[config.mk]
export PLATFORM = sky130hd
export DESIGN_NAME = nibble_demux_capture_flat
export DESIGN_NICKNAME = d
export VERILOG_FILES = /design/src/rtl/nibble_demux_capture_pkg.sv /design/src/rtl/nibble_demux_capture_if.sv /design/src/rtl/nibble_demux_capture_slot_counter.sv /design/src/rtl/nibble_demux_capture.sv /design/src/flat_wrapper.sv
export SDC_FILE = /design/constraint.sdc
export NUM_CORES = 1
export LEC_CHECK = 0
export BUFFER_PORTS_ARGS = -buffer_cell sky130_fd_sc_hd__buf_4
export CAP_MARGIN = 20
export CORE_AREA = 2 2 59 61
export DETAILED_ROUTE_END_ITERATION = 8
export DIE_AREA = 0 0 61 63
export PLACE_DENSITY = 0.94
export SYNTH_ARGS = -nofsm -noshare
export SYNTH_HDL_FRONTEND = slang
export SYNTH_SLANG_ARGS = --single-unit
[constraint.sdc]
create_clock -name clk -period 4.3 [get_ports clk]
set_input_delay 0.43 -clock clk [delete_from_list [all_inputs] [get_ports clk]]
set_output_delay 0.43 -clock clk [all_outputs]
set_load 0.005 [all_outputs]
[src/rtl/nibble_demux_capture_pkg.sv]
// nibble_pkg: shared types and default sizes for the nibble demux capture block
package nibble_pkg;
   localparam int W_DEF = 4;
   localparam int N_DEF = 8;
   typedef logic [W_DEF-1:0] nibble_t;
   typedef logic [$clog2(N_DEF)-1:0] slot_idx_t;
   typedef enum logic {FILL, HOLD} state_t;
endpackage

[src/rtl/nibble_demux_capture_if.sv]
// nibble_demux_capture_if: producer stream in, complete frame out
// slave modport is the capture block; master modport is the producer/consumer side
interface nibble_demux_capture_if #(parameter int W = 4, parameter int N = 8);
   logic                   in_valid;
   logic [W-1:0]           in_data;
   logic                   in_ready;
   logic [$clog2(N)-1:0]   cur_slot;
   logic [N*W-1:0]         slots;
   logic                   out_valid;
   logic                   out_ready;
   modport slave (input in_valid, in_data, out_ready, output in_ready, cur_slot, slots, out_valid);
   modport master (output in_valid, in_data, out_ready, input in_ready, cur_slot, slots, out_valid);
endinterface

[src/rtl/nibble_demux_capture_slot_counter.sv]
// slot_counter: modulo-N counter with enable, sync clear and terminal count
// ports: clk, reset, clr (sync clear), en (count), cnt (current value), tc (cnt == N-1)
module slot_counter #(parameter int N = 8) (
   input  logic                 clk,
   input  logic                 reset,
   input  logic                 clr,
   input  logic                 en,
   output logic [$clog2(N)-1:0] cnt,
   output logic                 tc
);
   localparam int CW = $clog2(N);
   // N is a power of two, so natural overflow gives the modulo-N wrap
   always_ff @(posedge clk)
      if (reset || clr) cnt <= '0;
      else if (en) cnt <= cnt + 1'b1;
   assign tc = (cnt == CW'(N - 1));
endmodule

[src/rtl/nibble_demux_capture.sv]
// nibble_demux_capture: distributes a nibble stream into N slot registers and holds the full frame
// ports: clk, reset (sync, active-high), restart (sync frame abort), bus (slave side of the stream/frame interface)
module nibble_demux_capture
   import nibble_pkg::*;
#(parameter int W = W_DEF, parameter int N = N_DEF) (
   input logic clk,
   input logic reset,
   input logic restart,
   nibble_demux_capture_if.slave bus
);
   state_t state, state_nx;
   logic [$clog2(N)-1:0] cur;
   logic [N*W-1:0] slots_q;
   logic accept, tc, wr;
   assign accept = (state == FILL) && bus.in_valid;
   // restart discards a coincident accept: no slot write, no count
   assign wr = accept && !restart;
   slot_counter #(.N(N)) u_cnt (
      .clk(clk), .reset(reset), .clr(restart), .en(wr), .cnt(cur), .tc(tc)
   );
   always_comb begin
      state_nx = state;
      state_nx = restart ? FILL :
                 (state == FILL) ? ((wr && tc) ? HOLD : FILL) :
                 (bus.out_ready ? FILL : HOLD);
   end
   always_ff @(posedge clk)
      if (reset) state <= FILL;
      else state <= state_nx;
   always_ff @(posedge clk)
      if (reset) slots_q <= '0;
      else if (wr) slots_q[cur*W +: W] <= bus.in_data;
   assign bus.in_ready = (state == FILL);
   assign bus.out_valid = (state == HOLD);
   assign bus.cur_slot = cur;
   assign bus.slots = slots_q;
endmodule

[src/flat_wrapper.sv]
// flat-port wrapper written by rule: the top's interface ports become plain ports
module nibble_demux_capture_flat import nibble_pkg::*;
#(parameter int W = W_DEF, parameter int N = N_DEF)
  (clk, reset, restart, bus_in_valid, bus_in_data, bus_out_ready, bus_in_ready, bus_cur_slot, bus_slots, bus_out_valid);
  nibble_demux_capture_if #(.W(W), .N(N)) bus_i ();
  input logic clk;
  input logic reset;
  input logic restart;
  input wire logic [$bits(bus_i.in_valid)-1:0] bus_in_valid;
  input wire logic [$bits(bus_i.in_data)-1:0] bus_in_data;
  input wire logic [$bits(bus_i.out_ready)-1:0] bus_out_ready;
  output wire logic [$bits(bus_i.in_ready)-1:0] bus_in_ready;
  output wire logic [$bits(bus_i.cur_slot)-1:0] bus_cur_slot;
  output wire logic [$bits(bus_i.slots)-1:0] bus_slots;
  output wire logic [$bits(bus_i.out_valid)-1:0] bus_out_valid;
  assign bus_i.in_valid = bus_in_valid;
  assign bus_i.in_data = bus_in_data;
  assign bus_i.out_ready = bus_out_ready;
  assign bus_in_ready = bus_i.in_ready;
  assign bus_cur_slot = bus_i.cur_slot;
  assign bus_slots = bus_i.slots;
  assign bus_out_valid = bus_i.out_valid;
  nibble_demux_capture #(.W(W), .N(N)) u_core (.clk(clk), .reset(reset), .restart(restart), .bus(bus_i));
endmodule
==> results.sh <==
export IMPL_utilization=0.661
export IMPL_cts_setup_buffers=0
export IMPL_power_density_nw_per_um2=260
export IMPL_die_w_microns=61
export IMPL_synth_area_sq_um=1730
export IMPL_drc=0
export IMPL_critical_path_arrival_ns=3.02
export IMPL_cts_tree="done"
export IMPL_placedCellCount=250
export IMPL_multi_input_area_sq_um=958
export IMPL_path_class="reg -> reg"
export IMPL_dr_pass1_iters=4
export IMPL_root_buffer="clkbuf_4"
export IMPL_vias=1330
export IMPL_slew_headroom=0.442
export IMPL_grt_usage=0.198
export IMPL_rsz0062_at_grt="false"
export IMPL_power_frac_clock=0.301
export IMPL_htreeDepth=2
export IMPL_top_layer="met4"
export IMPL_finalClockSkew_ns=0.00593
export IMPL_drive_gt1_frac=0.265
export IMPL_seqPwrFrac=0.611
export IMPL_syn_mean_instance_area_sq_um=10.3
export IMPL_port_buffers=45
export IMPL_worst_setup_path_start_kind="flip-flop"
export IMPL_numCtsBuffers=5
export IMPL_p_sw_frac=0.243
export IMPL_antenna_cells=0
export IMPL_ios=46
export IMPL_dieArea_sq_um=3840
export IMPL_met3WireLength_microns=180
export IMPL_grt_pass1_wl_mm=5.71
export IMPL_yosys_warnings=0
export IMPL_clk_latency_ns=0.34
export IMPL_fillers=266
export IMPL_antenna_found_initial=0
export IMPL_hpwl_mm=2.56
export IMPL_drt_iter0_markers=57
export IMPL_synth_enable_flop_cells=0
export IMPL_yosysSeqAreaShare=0.417
export IMPL_power_uw=556
export IMPL_stdcell_count=257
export IMPL_end_kind="flip-flop"
export IMPL_design_area_sq_um=2140
export IMPL_cap_violations=0
export IMPL_clk_pin_slew_worst_paths_ns=0.10
export IMPL_ys_types=26
export IMPL_drv_slew=0
export IMPL_grt_pass1_vias=1226
export IMPL_ff_latch_area_sq_um=721
export IMPL_syn2layout_area_growth_pct=23.5
export IMPL_tightest_slew_ns=0.825
export IMPL_final_antenna_net_count=0
export IMPL_post_route_period_util=0.637
export IMPL_status="complete, no violations"
export IMPL_p_int_uw=421
export IMPL_p_leak_nw=0.918
export IMPL_start_util=0.535
export IMPL_synth_seq_cells=36
export IMPL_met2WireLength_mm=1.65
export IMPL_hold_viol=0
export IMPL_die_y_microns=63
export IMPL_drt_wl_total_mm=3.50
export IMPL_wl_met1_mm=1.62
export IMPL_period_needed_ns=2.74
export IMPL_min_path_type="in -> reg"
export IMPL_ir_drop_v=0.000140
export IMPL_synthFlopType="dfxtp_1"
export IMPL_fin_nets=227
export IMPL_crit_required_ns=4.57
export IMPL_cts_buffer_depth=2
export IMPL_overflow=0
export IMPL_avgRoutedWirePerCell_microns=13.6
export IMPL_clock_sinks=36
export IMPL_critPathMaxFanout=17
export IMPL_synth_cells=168
export IMPL_fp_coreArea_sq_um=3230
export IMPL_ctsResizeCount=0
export IMPL_fp_row_count=21
export IMPL_synthArstFlopShare=0
export IMPL_syn_nets=184
export IMPL_p_switching_uw=135
export IMPL_gp_congestion=0.841
export IMPL_fmax_ghz=0.365
export IMPL_finalSetupViolations=0
export IMPL_vias_per_cell=5.18
export IMPL_combPwrFrac=0.088
export IMPL_placed_area_sq_um=2090
export IMPL_tns_ns=0
export IMPL_holdBufCountCts=0
export IMPL_grt_max_degree=47
[worst paths after layout]
kind	start	endpoint	slack, ns	depth (start not counted)
worst max-delay path	u_core.u_cnt.cnt[0]	u_core.bus.slots[1]	1.56	6
worst min-delay path	restart	u_core.u_cnt.cnt[0]	0.30	2
worst max register to register	u_core.u_cnt.cnt[0]	u_core.bus.slots[1]	1.56	6
worst min register to register	u_core.bus.slots[2]	u_core.bus.slots[2]	0.48	2
[power by group through the flow]
stage               logic [mW]  registers [mW]  clock network (mW)
floorplan               0.0330           0.346                   0
finish                  0.0490           0.340               0.167
global placement        0.0482           0.347                   0
CTS                     0.0492           0.340               0.169
detailed placement      0.0489           0.347                   0
global route            0.0534           0.340               0.182
[cells in the final DEF, fill, tap and decap left out, drive strengths merged, types with 2 or more instances in the layout]
master	instances
dfxtp	36
nor2b	3
nor3	6
mux2i	34
nand3	7
nand3b	2
nand2	2
ha	7
inv	4
nand2b	40
clkbuf	6
nand4b	2
buf	45
nor4b	4
or4b	2
nand4	2
[worst max-delay path: stages, from the launching register on]
cell and delay [ns]:
dfxtp_1 0.71, inv_1 0.14, ha_1 0.25, ha_1 0.37, or4b_2 0.67, nor4_4 0.32, mux2i_1 0.22
[cell type report]
| type | instances | area share |
|---|---|---|
| Sequential cell | 36 | 0.337 |
| Timing Repair Buffer | 45 | 0.158 |
| Clock inverter | 1 | 0.00234 |
| Tap cell | 46 | 0.0269 |
| Multi-Input combinational cell | 119 | 0.449 |
| Clock buffer | 6 | 0.0193 |
| Inverter | 4 | 0.00703 |
[cell usage after synthesis (2+ instances only)]
cell type / number / area share
nor4b_2: 2 / 0.017
nor2b_1: 3 / 0.011
mux2i_1: 34 / 0.20
nand2_1: 2 / 0.0043
nand4b_1: 2 / 0.010
inv_1: 4 / 0.0087
nand3_1: 7 / 0.020
nor4b_1: 2 / 0.010
nand2b_1: 40 / 0.14
clkbuf_1: 8 / 0.017
nand3b_1: 2 / 0.0087
nor3_1: 6 / 0.017
nand4_1: 2 / 0.0072
dfxtp_1: 36 / 0.42
ha_1: 7 / 0.051
[per-layer routing]
metal / GRT usage / up-vias
met4: 0.0625 / 0
met5: 0 / -
li1: - / 665
met3: 0.0725 / 5
met2: 0.294 / 38
met1: 0.263 / 622
[state kept, by name, indices dropped and copies added (netlist names)]
register / flops
u_core.bus.out_valid: 1
u_core.u_cnt.cnt: 3
u_core.bus.slots: 32
[per-stage QoR]
step | setup WS, ns | hold slack, ns
CTS | 1.56 | 0.287
global placement | 1.65 | 0.466
global route | 1.35 | 0.274
detailed placement | 1.60 | 0.463
floorplan | 1.65 | 0.465
finish | 1.56 | 0.296
[cells by family after synthesis]
family,after synthesis,synth area share
AOI/OAI and AO/OA,2,0.0101
xor gates and xnor gates,1,0.00507
DFF,36,0.417
and+or+nand+nor,75,0.292
buffers and inverters,13,0.0289
muxes,34,0.197
adders and majority gates,7,0.0506
Power figures use the tool's default switching activity.
